**src/rtl/serial_adder.sv**
```systemverilog
// Bit-serial adder: A + B + Cin, one bit per cycle LSB first, result after WIDTH ADD cycles.
// start is only honoured in IDLE/DONE; requests during ADD are dropped, so a controller waits for done.

module full_adder (
    input  logic a_i,
    input  logic b_i,
    input  logic c_i,
    output logic s_o,
    output logic c_o
);
    assign s_o = a_i ^ b_i ^ c_i;
    assign c_o = (a_i & b_i) | ((a_i ^ b_i) & c_i);
endmodule

module serial_adder #(
    parameter int WIDTH = 8
) (
    input  logic             clk,
    input  logic             rst_n,
    input  logic             start_i,
    input  logic [WIDTH-1:0] a_i,
    input  logic [WIDTH-1:0] b_i,
    input  logic             cin_i,
    output logic             busy_o,
    output logic             done_o,
    output logic [WIDTH-1:0] sum_o,
    output logic             cout_o
);
    localparam int CW = (WIDTH > 1) ? $clog2(WIDTH) : 1;

    typedef enum logic [1:0] {
        S_IDLE = 2'd0,
        S_ADD  = 2'd1,
        S_DONE = 2'd2
    } state_t;

    state_t           state_q;
    logic [WIDTH-1:0] a_sh_q;
    logic [WIDTH-1:0] b_sh_q;
    logic [WIDTH-1:0] s_sh_q;
    logic             carry_q;
    logic [CW-1:0]    cnt_q;
    logic [WIDTH-1:0] sum_q;
    logic             cout_q;

    logic             s_bit;
    logic             c_bit;
    logic [WIDTH-1:0] s_sh_d;
    logic [CW-1:0]    cnt_d;
    logic             last_bit;

    full_adder u_fa (
        .a_i (a_sh_q[0]),
        .b_i (b_sh_q[0]),
        .c_i (carry_q),
        .s_o (s_bit),
        .c_o (c_bit)
    );

    // New sum bits enter at the MSB so the LSB-first stream lands in place after WIDTH shifts.
    generate
        if (WIDTH == 1) begin : g_w1
            assign s_sh_d = s_bit;
        end else begin : g_wn
            assign s_sh_d = {s_bit, s_sh_q[WIDTH-1:1]};
        end
    endgenerate

    assign cnt_d    = cnt_q + CW'(1);
    assign last_bit = (cnt_q == CW'(WIDTH - 1));

    always_ff @(posedge clk or negedge rst_n) begin
        if (!rst_n) begin
            state_q <= S_IDLE;
            a_sh_q  <= '0;
            b_sh_q  <= '0;
            s_sh_q  <= '0;
            carry_q <= 1'b0;
            cnt_q   <= '0;
            sum_q   <= '0;
            cout_q  <= 1'b0;
        end else begin
            case (state_q)
                S_IDLE, S_DONE: begin
                    if (start_i) begin
                        a_sh_q  <= a_i;
                        b_sh_q  <= b_i;
                        carry_q <= cin_i;
                        cnt_q   <= '0;
                        state_q <= S_ADD;
                    end else begin
                        state_q <= S_IDLE;
                    end
                end
                S_ADD: begin
                    a_sh_q  <= a_sh_q >> 1;
                    b_sh_q  <= b_sh_q >> 1;
                    s_sh_q  <= s_sh_d;
                    carry_q <= c_bit;
                    cnt_q   <= cnt_d;
                    if (last_bit) begin
                        sum_q   <= s_sh_d;
                        cout_q  <= c_bit;
                        state_q <= S_DONE;
                    end
                end
                default: state_q <= S_IDLE;
            endcase
        end
    end

    assign busy_o = (state_q == S_ADD);
    assign done_o = (state_q == S_DONE);
    assign sum_o  = sum_q;
    assign cout_o = cout_q;

endmodule
```
**config.mk**
```make
export PLATFORM = sky130hd
export DESIGN_NAME = serial_adder
export DESIGN_NICKNAME = d
export VERILOG_FILES = /design/src/rtl/serial_adder.sv
export SDC_FILE = /design/constraint.sdc
export NUM_CORES = 1
export LEC_CHECK = 0
export ABC_AREA = 1
export CORE_MARGIN = 1
export CORE_UTILIZATION = 52
export DETAILED_ROUTE_END_ITERATION = 8
export PLACE_DENSITY_LB_ADDON = 0.12
export SYNTH_ARGS = -nofsm -noshare
export SYNTH_HDL_FRONTEND = slang
export SYNTH_SLANG_ARGS = --single-unit
```
**constraint.sdc**
```tcl
create_clock -name clk -period 1.8 [get_ports clk]
set_input_delay 0.27 -clock clk [delete_from_list [all_inputs] [get_ports clk]]
set_output_delay 0.27 -clock clk [all_outputs]
set_load 0.1 [all_outputs]
```
==> results.tsv <==
metric	value	unit
status	completed	
Pint	2.123	mW
skew final	0.008013	ns
period utilization	89.78	%
Clock power frac	9.4	%
CTS max path bufs	2	
vias in the first global route	1262	
Leak	1.201	nW
height of the die	61.11	um
max cap viols	0	
largest net degree at the start of global routing	22	
Global Route Usage Sum	20.96	%
ANT nets after route	0	
library cells used by synthesis	19	
Final nets	275	
Critical Path AT	1.35	ns
routability congestion estimate	0.7068	
dpl hpwl	2.235	mm
port bufs	30	
Area Growth Syn to Fin	21.42	%
area leader, netlist	dfrtp_1	
power density over the cells	1954	nW/um2
sequential share of power	34.1	%
sw power	2.188	mW
syn avg cell area	8.296	um2
Vias	1382	
die width	61.11	um
# Post-CTS Setup Buffers	0	
Finished Layout Cells	298	
final setup fails	0	
Clock Latency Late Sink	0.32	ns
drt total wl	3.161	mm
area of the multi-input gates	643.1	um2
antenna violations before repair	0	
CP max FO	16	
synth top area cells	dfrtp_1 52%, nand2_1 15%, nand3_1 8.3%	
share of cells above drive strength 1	15.48	%
clk sinks	38	
CP required	1.53	ns
CTS tree	built	
gr ovfl total	0	
crit start category	flop	
DR vias/cell	4.638	
logic gate share of total power	56.5	%
Synth top cells by count	71 x nand2_1, 39 x inv_1, 38 x dfrtp_1	
First-pass DRT Iterations	4	
cell with the most instances after synthesis	nand2_1	
H-tree levels	2	
Fin Setup TNS	0	ns
min cycle time layout	1.616	ns
peak supply drop	1097	uV
register bit total from synthesis	38	
Post-synth EDFFs	0	
Clk Tree Root Cell	clkbuf_4	
initial core utilization	54.44	%
Crit. End Element	output pin	
Fill cells	305	
Fin. Hold Viols	0	
Cell Rows	21	
Tightest Hold Check Type	in2async	
wire length per cell	10.61	um
fmax	618.8	MHz
register area	950.9	um2
core area	3337	um2
post-cts sizing count	0	
Post-Syn Nets	242	
die area	3734	um2
Power, Total	4.311	mW
global-route wire length before repair	5.609	mm
CP Class	reg2out	
Syn Inst Count	219	
post-synth top area share	52.34	%
Seq/Total Area, Yosys	52.34	%
RSZ-0062 raised after global routing	false	
Relative slew margins	70.59	%
Switching Share	50.75	%
antenna cells	0	
initial DRC count	63	
Slew @ Worst Pin	0.4411	ns
clock-pin slew on the worst setup and hold paths	0.11	ns
Placed Cells incl. Taps	290	
Netlist Area Pre-Place	1817	um2
Residual DRC	0	
Synth Flop Type	dfrtp_1	
CTS Buf Count	5	
FFs w/ async S/R, synth	100.0	%
Slew Limit Fails	0	
I/O pin count	31	
synth warn	0	
## layout make-up
cell class	instances	area share, %
Timing Repair Buffer	35	15.66
Sequential cell	38	43.11
Clock buffer	6	1.872
Clock inverter	1	0.3403
Multi-Input combinational cell	130	29.15
Inverter	42	7.260
Tap cell	46	2.609
## logic make-up after synthesis
kind of cell             after synthesis  share of synthesized area (%)
buffers and inverters                 51                          12.40
flip-flops                            38                          52.34
adder cells (fa/ha/maj)                3                          2.479
AO/OA/AOI/OAI                         19                          6.887
AND/OR/NAND/NOR                      108                          25.90
## registers in the layout, indices dropped and copies added (netlist names)
name / cells
cnt_q: 3
carry_q: 1
sum_o: 8
s_sh_q: 7
a_sh_q: 8
cout_o: 1
state_q: 2
b_sh_q: 8
## through the flow
stage / hold WS, ns / worst slack, ns / utilization, % / instance area, um2
floorplan: -0.02559 / 0.02759 / - / 1819
global placement: 0.2466 / 0.3907 / 64.34 / 2147
detailed placement: 0.2362 / 0.3519 / 64.34 / 2147
CTS: 0.4062 / 0.1625 / 66.10 / 2206
global route: 0.4426 / 0.09279 / 66.10 / 2206
finish: 0.4022 / 0.1839 / 66.10 / 2206
## worst max-delay path, cell delays in order (launching register included)
cell and delay (ns):
dfrtp_1 0.43, inv_2 0.06, buf_4 0.19, nor2_2 0.15, buf_12 0.19
## final timing paths
path | startpoint | end | slack (ns) | depth (start not counted)
max in group asynchronous | rst_n | carry_q | 0.94 | 3
worst min-delay path | rst_n | s_sh_q[6] | 0.40 | 2
worst max-delay path | state_q[1] | done_o | 0.18 | 4
worst max register to register | cnt_q[0] | sum_o[0] | 0.47 | 6
min in group clk | s_sh_q[1] | sum_o[0] | 0.48 | 2
worst min register to register | s_sh_q[1] | sum_o[0] | 0.48 | 2
## cells in the final DEF, fill, tap and decap left out, drive strengths merged, types with 2 or more instances in the layout
master         count
nand2             75
inv               42
dfrtp             38
nand3             30
clkdlybuf4s50     18
o21ai             18
buf               16
clkbuf             6
nor2               3
ha                 2
## routing by layer
layer  GRT usage [%]  up-vias  routed length, um
li1                -      731                  -
met2           31.83       31               1440
met4           5.844        0                 22
met1           29.47      618               1578
met3           6.303        2                120
met5               0        -                  0
## power groups by stage
stage	clock network, mW	registers [mW]	logic, mW
floorplan	0	2.04	1.41
global placement	0	1.49	2.42
detailed placement	0	1.49	2.47
CTS	0.420	1.47	2.48
global route	0.456	1.52	2.75
finish	0.406	1.47	2.43
## timing repair
action | 4_1_cts | 5_1_grt
endpoints found under the hold margin | 18 | 0
setup endpoints to repair | 0 | 0
hold buffers | 1 | 0
No activity file was read; power rests on OpenSTA's default activity.
